===== src/rtl/jt51_so_tx_pkg.sv =====
// Shared constants, state encoding and float word packing for the serial DAC transmitter.
// Latency: none (declarations and a pure function only).
// Backpressure: not applicable.
package jt51_so_tx_pkg;

  localparam int WORD_BITS  = 16;
  localparam int PAD_BITS   = 3;
  localparam int MAN_BITS   = 10;
  localparam int EXP_BITS   = 3;
  localparam int FRAME_BITS = 2 * WORD_BITS;

  // FSM encoding kept as plain constants so older tools and scripts can match on it
  localparam logic [1:0] IDLE    = 2'd0;
  localparam logic [1:0] SHIFT_L = 2'd1;
  localparam logic [1:0] SHIFT_R = 2'd2;

  typedef logic [WORD_BITS-1:0]  word_t;
  typedef logic [FRAME_BITS-1:0] frame_t;

  // Serial word layout, LSB first on the wire: pad zeros, mantissa, exponent
  function automatic word_t make_word(input logic [MAN_BITS-1:0] man,
                                      input logic [EXP_BITS-1:0] e);
    return {e, man, {PAD_BITS{1'b0}}};
  endfunction

endpackage


===== src/rtl/jt51_so_tx_if.sv =====
// Sample input / serial DAC output bundle of the transmitter.
// Latency: none (wires only).
// Backpressure: none; an unserviced pending sample is overwritten and flagged via ovf.
interface jt51_so_tx_if;

  logic        cen;
  logic        load;
  logic [15:0] left;
  logic [15:0] right;
  logic        clr_ovf;
  logic        so;
  logic        sh1;
  logic        sh2;
  logic        busy;
  logic        ovf;

  modport master (
    output cen, load, left, right, clr_ovf,
    input  so, sh1, sh2, busy, ovf
  );

  modport slave (
    input  cen, load, left, right, clr_ovf,
    output so, sh1, sh2, busy, ovf
  );

endinterface


===== src/rtl/jt51_lin2exp.sv =====
// Linear 16-bit signed sample to 10-bit mantissa / 3-bit exponent float (truncating).
// Latency: combinational.
// Backpressure: none.
module jt51_lin2exp
  import jt51_so_tx_pkg::*;
(
  input  logic [15:0]         lin,
  output logic [MAN_BITS-1:0] man,
  output logic [EXP_BITS-1:0] exp
);

  logic [15:0] mag;

  // Pick the smallest exponent whose dropped top bits are pure sign copies, then truncate
  always_comb begin
    mag = lin ^ {16{lin[15]}};
    exp = 3'd7;
    for (int k = 6; k >= 1; k--) begin
      if ((mag >> (k + 8)) == 16'd0) exp = 3'(k);
    end
    man = MAN_BITS'(lin >> (exp - 3'd1));
  end

endmodule


===== src/rtl/jt51_so_tx.sv =====
// Float-converts L/R samples and shifts a 32-bit frame LSB-first with sh1/sh2 hold strobes.
// Latency: load accepted on cen cycle N puts left bit 0 on so at N+1; frame lasts 32 cen cycles.
// Backpressure: none; one-deep pending buffer, overwritten on a third load with ovf set.
module jt51_so_tx
  import jt51_so_tx_pkg::*;
(
  input logic         clk,
  input logic         rst,
  jt51_so_tx_if.slave bus
);

  logic [MAN_BITS-1:0] man_l, man_r;
  logic [EXP_BITS-1:0] exp_l, exp_r;

  jt51_lin2exp u_cvt_l (.lin(bus.left),  .man(man_l), .exp(exp_l));
  jt51_lin2exp u_cvt_r (.lin(bus.right), .man(man_r), .exp(exp_r));

  frame_t     new_frame;
  frame_t     frame;
  frame_t     pend;
  frame_t     start_frame;
  logic       pend_vld;
  logic [1:0] state;
  logic [3:0] cnt;
  logic       so_q, sh1_q, sh2_q, ovf_q;
  logic       load_acc, frame_end, start, set_ovf;
  logic [4:0] nxt_idx;

  assign new_frame   = {make_word(man_r, exp_r), make_word(man_l, exp_l)};
  assign load_acc    = bus.cen & bus.load;
  // A frame may begin from idle or seamlessly on the last right bit
  assign frame_end   = (state == IDLE) || ((state == SHIFT_R) && (cnt == 4'd15));
  assign start       = bus.cen && frame_end && (load_acc || pend_vld);
  // The older pending sample always leaves first
  assign start_frame = pend_vld ? pend : new_frame;
  // Frame index of the bit that will be on so after this cen cycle
  assign nxt_idx     = {(state == SHIFT_R), cnt} + 5'd1;
  // Loading while something is already waiting (and not leaving now) loses that sample
  assign set_ovf     = load_acc && pend_vld && !frame_end;

  // Shifter FSM: so/sh1/sh2 always reflect the bit currently presented to the DAC
  always_ff @(posedge clk or posedge rst) begin
    if (rst) begin
      state <= IDLE;
      cnt   <= 4'd0;
      frame <= '0;
      so_q  <= 1'b0;
      sh1_q <= 1'b0;
      sh2_q <= 1'b0;
    end else if (bus.cen) begin
      if (start) begin
        state <= SHIFT_L;
        cnt   <= 4'd0;
        frame <= start_frame;
        so_q  <= start_frame[0];
        sh1_q <= 1'b0;
        sh2_q <= 1'b0;
      end else begin
        case (state)
          IDLE: begin
            so_q  <= 1'b0;
            sh1_q <= 1'b0;
            sh2_q <= 1'b0;
          end
          SHIFT_L: begin
            so_q  <= frame[nxt_idx];
            cnt   <= cnt + 4'd1;
            sh1_q <= (cnt == 4'd14);
            sh2_q <= 1'b0;
            if (cnt == 4'd15) state <= SHIFT_R;
          end
          SHIFT_R: begin
            sh1_q <= 1'b0;
            if (cnt == 4'd15) begin
              state <= IDLE;
              cnt   <= 4'd0;
              so_q  <= 1'b0;
              sh2_q <= 1'b0;
            end else begin
              so_q  <= frame[nxt_idx];
              cnt   <= cnt + 4'd1;
              sh2_q <= (cnt == 4'd14);
            end
          end
          default: begin
            state <= IDLE;
            cnt   <= 4'd0;
            so_q  <= 1'b0;
            sh1_q <= 1'b0;
            sh2_q <= 1'b0;
          end
        endcase
      end
    end
  end

  // One-deep pending buffer: filled by loads that cannot start a frame, drained at frame start
  always_ff @(posedge clk or posedge rst) begin
    if (rst) begin
      pend     <= '0;
      pend_vld <= 1'b0;
    end else if (bus.cen) begin
      if (start) begin
        if (pend_vld) begin
          if (load_acc) pend <= new_frame;
          else          pend_vld <= 1'b0;
        end
      end else if (load_acc) begin
        pend     <= new_frame;
        pend_vld <= 1'b1;
      end
    end
  end

  // Sticky overflow flag; a new overflow beats a simultaneous clear
  always_ff @(posedge clk or posedge rst) begin
    if (rst)                       ovf_q <= 1'b0;
    else if (set_ovf)              ovf_q <= 1'b1;
    else if (bus.cen && bus.clr_ovf) ovf_q <= 1'b0;
  end

  assign bus.so   = so_q;
  assign bus.sh1  = sh1_q;
  assign bus.sh2  = sh2_q;
  assign bus.ovf  = ovf_q;
  assign bus.busy = (state != IDLE);

endmodule


===== src/flat_wrapper.sv =====
// flat-port wrapper written by rule: the top's interface ports become plain ports
module jt51_so_tx_flat import jt51_so_tx_pkg::*;
  (clk, rst, bus_cen, bus_load, bus_left, bus_right, bus_clr_ovf, bus_so, bus_sh1, bus_sh2, bus_busy, bus_ovf);
  jt51_so_tx_if bus_i ();
  input logic clk;
  input logic rst;
  input wire logic [$bits(bus_i.cen)-1:0] bus_cen;
  input wire logic [$bits(bus_i.load)-1:0] bus_load;
  input wire logic [$bits(bus_i.left)-1:0] bus_left;
  input wire logic [$bits(bus_i.right)-1:0] bus_right;
  input wire logic [$bits(bus_i.clr_ovf)-1:0] bus_clr_ovf;
  output wire logic [$bits(bus_i.so)-1:0] bus_so;
  output wire logic [$bits(bus_i.sh1)-1:0] bus_sh1;
  output wire logic [$bits(bus_i.sh2)-1:0] bus_sh2;
  output wire logic [$bits(bus_i.busy)-1:0] bus_busy;
  output wire logic [$bits(bus_i.ovf)-1:0] bus_ovf;
  assign bus_i.cen = bus_cen;
  assign bus_i.load = bus_load;
  assign bus_i.left = bus_left;
  assign bus_i.right = bus_right;
  assign bus_i.clr_ovf = bus_clr_ovf;
  assign bus_so = bus_i.so;
  assign bus_sh1 = bus_i.sh1;
  assign bus_sh2 = bus_i.sh2;
  assign bus_busy = bus_i.busy;
  assign bus_ovf = bus_i.ovf;
  jt51_so_tx u_core (.clk(clk), .rst(rst), .bus(bus_i));
endmodule

===== config.mk =====
export PLATFORM = sky130hd
export DESIGN_NAME = jt51_so_tx_flat
export DESIGN_NICKNAME = d
export VERILOG_FILES = /design/src/rtl/jt51_so_tx_pkg.sv /design/src/rtl/jt51_so_tx_if.sv /design/src/rtl/jt51_lin2exp.sv /design/src/rtl/jt51_so_tx.sv /design/src/flat_wrapper.sv
export SDC_FILE = /design/constraint.sdc
export NUM_CORES = 1
export LEC_CHECK = 0
export BUFFER_PORTS_ARGS = -buffer_cell sky130_fd_sc_hd__buf_4
export CAP_MARGIN = 20
export CELL_PAD_IN_SITES_DETAIL_PLACEMENT = 1
export CELL_PAD_IN_SITES_GLOBAL_PLACEMENT = 1
export CORE_UTILIZATION = 46
export DETAILED_ROUTE_END_ITERATION = 6
export PLACE_DENSITY_LB_ADDON = 0.08
export REMOVE_ABC_BUFFERS = 1
export SLEW_MARGIN = 10
export SYNTH_ARGS = -nofsm -noshare
export SYNTH_HDL_FRONTEND = slang
export SYNTH_SLANG_ARGS = --single-unit

===== constraint.sdc =====
create_clock -name clk -period 3.6 [get_ports clk]
set_clock_uncertainty 0.1 [all_clocks]
set_input_delay 0.54 -clock clk [delete_from_list [all_inputs] [get_ports clk]]
set_output_delay 0.54 -clock clk [all_outputs]
set_load 0.05 [all_outputs]

Yosys cells after proc, flatten, opt, wreduce, memory -nomap -nowiden
Cells that the tools add are included.
Operators by class
  $add $sub $neg: 4
  $lt $le $gt $ge: 1
  equality and inequality tests: 8
  shift operators: 2
  muxes and demuxes: 39
  bitwise gates (word level): 3
  reduce and logical (&&, ||, !) cells: 30
Operator list (number)
  16-bit zero test: 12
  32-bit 2-to-1 mux: 4
  16-bit by 3-bit right shift with 10-bit output: 2
  16-bit bitwise XOR: 2
  3-bit 2-to-1 mux: 6
  1-bit 2-to-1 mux: 16
  2-bit 2-to-1 mux: 7
  4-bit one-hot mux with 3 select lines: 1
  4-bit == test, second input constant: 2
  4-bit 2-to-1 mux: 2
  2-bit AND reduction: 4
  1-bit logical AND: 6
  5-bit by 6-bit < comparator with 1-bit output, second input constant: 1
  2-bit one-hot mux with 3 select lines: 1
  2-bit nonzero test: 3
  3-bit by 1-bit subtractor with 3-bit output, second input constant: 2
  5-bit by 1-bit adder with 5-bit output, second input constant: 1
  1-bit binary-select mux with 5-bit select: 1
  4-bit by 1-bit adder with 4-bit output, second input constant: 1
  2-bit by 1-bit != test with 1-bit output, second input constant: 2
  4-bit AND reduction: 1
  3-bit by 1-bit != test with 1-bit output, second input constant: 1
  3-bit by 2-bit != test with 1-bit output, second input constant: 1
  2-bit by 1-bit == test with 1-bit output, second input constant: 1
  other kinds (6): 7
Word-level totals
  register bits after elaboration: 75
  output and inout bits: 5
  logic and storage cells: 96

Logic depth before layout (Yosys ltp)
  depth after elaboration: 13
  mapped depth: 13
  gate-level depth less buffers: 12

Cells and area by module
Synthesis repeated with hierarchy kept, for this count alone.
Second synthesis, totals
  cell total of the unflattened synthesis: 457
  area total of the unflattened synthesis: 4546.9 um^2
Modules (own cells, without submodules)
  jt51_so_tx: instances 1, cells each 263, area an instance 3070.4 um^2, sequential area each 1576.5 um^2
  jt51_lin2exp: instances 2, cells each 97, area an instance 738.2 um^2, sequential area each 0.0 um^2

Worst setup path before layout
No wires, ideal clock.
  path kind: input port to flip-flop
  start: input bus_right[11]
  end: register u_core.frame[19]
  setup time: 0.077 ns
  arrival: 3.325 ns
  setup slack: 0.099 ns
  cell stages on the path: 12
  buffers on the path: 3
  cell sequence: clkbuf_1 or4_2 mux2_2 nor2_1 nor2_1 buf_4 ha_1 xor2_2 buf_6 mux2i_1 mux4_2 o21ai_1
Between the ends
  word-level cells in the longest chain between the ends: 8
RTL lines
  start, declared: RTL line flat_wrapper.sv:10  | input wire logic [$bits(bus_i.right)-1:0] bus_right;
  16-bit bitwise XOR: RTL line jt51_lin2exp.sv:16  | mag = lin ^ {16{lin[15]}};
  16-bit zero test: RTL line jt51_lin2exp.sv:19  | if ((mag >> (k + 8)) == 16'd0) exp = 3'(k);
  3-bit 2-to-1 mux (3 in series): RTL line jt51_lin2exp.sv:19
  3-bit by 1-bit subtractor with 3-bit output: RTL line jt51_lin2exp.sv:21  | man = MAN_BITS'(lin >> (exp - 3'd1));
  16-bit by 3-bit right shift with 10-bit output *: RTL line jt51_lin2exp.sv:21
  32-bit 2-to-1 mux *: RTL line jt51_so_tx.sv:35  | assign start_frame = pend_vld ? pend : new_frame;
  end signal, assigned: RTL line jt51_so_tx.sv:54  | frame <= start_frame;
  end, declared: RTL line jt51_so_tx.sv:19  | frame_t frame;
Mark *: on every way between the ends. The rest lies on a longest branch, timed or not.
A chain may end at the register's enable or synchronous reset.

Final worst setup path
  start: input bus_right[12]
  end: register u_core.frame[27]
Between the ends
  word-level cells in the longest chain between the ends: 9
RTL lines (RTL line)
  16-bit bitwise XOR: jt51_lin2exp.sv:16
  16-bit zero test: jt51_lin2exp.sv:19
  2-bit 2-to-1 mux: jt51_lin2exp.sv:19
  3-bit 2-to-1 mux (3 in series): jt51_lin2exp.sv:19
  3-bit by 1-bit subtractor with 3-bit output: jt51_lin2exp.sv:21
  16-bit by 3-bit right shift with 10-bit output *: jt51_lin2exp.sv:21
  32-bit 2-to-1 mux *: jt51_so_tx.sv:35
Marked as above.

==> out/qor.txt <==
Status: finished, final reports clean
Final instance area: 5140 um^2
Pwr dens: 610 nW/um^2
WHS: 0.170 ns
Relative slew slack: 0.586
Die height: 100 um
Final setup violation count: 0
Startpoint types: input port
Synth-to-layout area growth: 16.1%
Vias/cell: 5.84
Drt total wl: 12.2 mm
Routed length per instance: 17.4 um
GRT Residual Overflow: 0
Rows: 35
Crit path kind: in -> reg
GPL Wtd Cong: 0.883
RSZ-0062 raised after global routing: false
Mean post-synth cell area: 8.53 um^2
Post-synth EDFFs: 0
Sink Count: 63
Chip width: 100 um
Clock latency on the worst-skew pair: 0.35 ns
Hold buffer count at CTS: 0
DRC violations left: 0
Leak: 2.28 nW
Initial DRC Count: 177
I/O pins: 42
Post-cts resize count: 0
Largest fanout on the critical path: 9
Ys flop type: dfrtp_1
Antenna Cells: 0
Cell Area, Placed: 4940 um^2
First-pass GRT wire length: 20.9 mm
Layout cell share with drive strength beyond 1: 0.204
CP peak stage delay: 0.66 ns
Max-cap violation count: 0
Initial Util: 0.477
FF-to-FF path depth: 10
CP required: 3.71 ns
Root Buffer: clkbuf_8
Worst hold path class: in -> async
Most common cell after layout, fill and taps aside: o21ai_0
Number of global-route vias before repair: 4183
H-tree Lvls: 3
Ys Warns: 0
Core Util, Final: 0.554
Mapped cell area: 4430 um^2
Crit path from: bus_right[12]
Reg-to-reg startpoint: u_core.cnt[1]
CTS Buf Count: 9
FMAX: 0.302 GHz
DR vias: 4071
Tot GR Track Use: 0.264
Crit-path cells: buf_4 -> or4_2 -> mux2_2 -> nor2_1 -> nor2_1 -> ha_1 -> xor2_2 -> buf_4 -> mux2i_1 -> mux2i_1 -> a22oi_1 -> o21ai_0
Largest net degree at the start of global routing: 52
Arr. time, crit path: 3.42 ns
Worst setup EP type: flip-flop
Largest vdd supply drop: 0.214 mV
Filler cells: 1143
FF+latch count, synth: 63
CTS max path bufs: 2
Worst-margin pin slew: 0.622 ns
Postcts setup bufs: 0
DRT antenna net count: 0
Core ar.: 9280 um^2
Synth Instances: 519
Most frequent cells in the layout: o21ai_0 (71), buf_4 (68), dfrtp_1 (63), nand2_1 (54), a21oi_1 (42)
Netlist cell types: 61
TritonRoute pass-1 iters: 4
Crit-path slowest cell: or4_2
CTS tree: built
Asr flop ratio synth: 1.00
IO Port Bufs: 41
Dpl hpwl: 9.16 mm
Final net count: 609
Fin. Hold Viols: 0
Clock period minus worst slack: 3.31 ns
Final period util: 0.920
Slew Limit Fails: 0
Seq/Total Area, Yosys: 0.356
Antenna violations before repair: 0
CTS clock-pin slew for the worst setup and hold paths: 0.07 ns
DIE AREA: 10000 um^2
-- metal layers --
layer  share of wire  wire [um]  global-route usage  vias up
met1            0.49       5920               0.369     2004
li1                -          -                   -     1979
met4           0.011        132              0.0747        0
met3           0.023        284              0.0292       10
met5               0          0                   0        -
met2            0.48       5810               0.434       78
-- worst max-delay path, delay by kind of cell --
kind | cells | cell delay [ns]
compound gates | 2 | 0.47
simple gates | 3 | 0.93
fa+ha+maj | 1 | 0.26
buf+inv | 2 | 0.34
xor+xnor | 1 | 0.17
mux | 3 | 0.70
-- cell type report --
type | instances | area [um^2] | share of cell area
Sequential cell | 63 | 1580 | 0.307
Multi-Input combinational cell | 404 | 2610 | 0.509
Clock buffer | 9 | 124 | 0.0241
Tap cell | 129 | 161 | 0.0314
Inverter | 16 | 60.1 | 0.0117
Clock inverter | 7 | 72.6 | 0.0141
Timing Repair Buffer | 69 | 531 | 0.103
-- where the power goes --
| group | internal (mW) | leakage [nW] | switching [mW] |
|---|---|---|---|
| logic | 0.554 | 1.40 | 0.778 |
| registers | 1.02 | 0.787 | 0.170 |
| clock network | 0.320 | 0.0956 | 0.294 |
| total | 1.89 | 2.28 | 1.24 |
-- worst paths after layout --
check                                         to  slack [ns]
worst max-delay path            u_core.frame[27]        0.29
worst min-delay path             u_core.pend[30]        0.17
worst max register to register     u_core.cnt[3]        0.84
worst min register to register   u_core.pend[24]        0.38
max in group asynchronous        u_core.frame[9]        2.89
min in group clk                 u_core.pend_vld        0.35
-- flip-flops by register name, indices dropped and copies added, names as in the netlist, 2 cells and up --
register and count:
u_core.cnt 4, u_core.state 2, u_core.frame 26, u_core.pend 26
-- stage by stage --
step | std cells | power (mW) | setup WS [ns] | setup TNS [ns]
finish | 697 | 3.14 | 0.290 | 0
detailed placement | 681 | 2.55 | -0.0328 | -0.0498
CTS | 697 | 3.17 | 0.333 | 0
global route | 697 | 3.39 | 0.0602 | 0
floorplan | 483 | 2.06 | -0.0380 | -0.108
global placement | 681 | 2.46 | 0.0547 | 0
-- cell usage after synthesis, types with 3 or more instances --
cell      count  share of area
nand2b_1      7         0.0099
o22ai_1       4         0.0057
a221oi_1      3         0.0059
buf_1         3         0.0025
clkbuf_1     24          0.020
o21ai_0      71          0.080
a211oi_1      3         0.0051
ha_1          9          0.025
dfrtp_1      63           0.36
a21oi_1      42          0.047
nand3b_1      3         0.0051
nand3_1      36          0.041
or2_2         4         0.0057
and3_1       15          0.021
buf_6         5          0.013
mux2_2        6          0.015
mux2i_1      35          0.079
xnor2_1       4         0.0079
o21ai_1       4         0.0045
inv_1        13          0.011
or3_1         5         0.0071
mux4_2        8          0.041
nor3_1        6         0.0068
nand4_1       9          0.013
and2_1        3         0.0042
nand2_1      54          0.046
a22oi_1       3         0.0051
a21boi_0      4         0.0068
nor2_1       28          0.024
o211ai_1      4         0.0068
-- cells by family after synthesis --
family	after synthesis	share of synthesized area
adders and majority gates	9	0.0254
AOI/OAI and AO/OA	158	0.209
muxes	49	0.135
and+or+nand+nor	180	0.200
DFF	63	0.356
xor gates and xnor gates	8	0.0192
buffers and inverters	52	0.0551
Note: power is estimated with default switching activity, not from simulation.
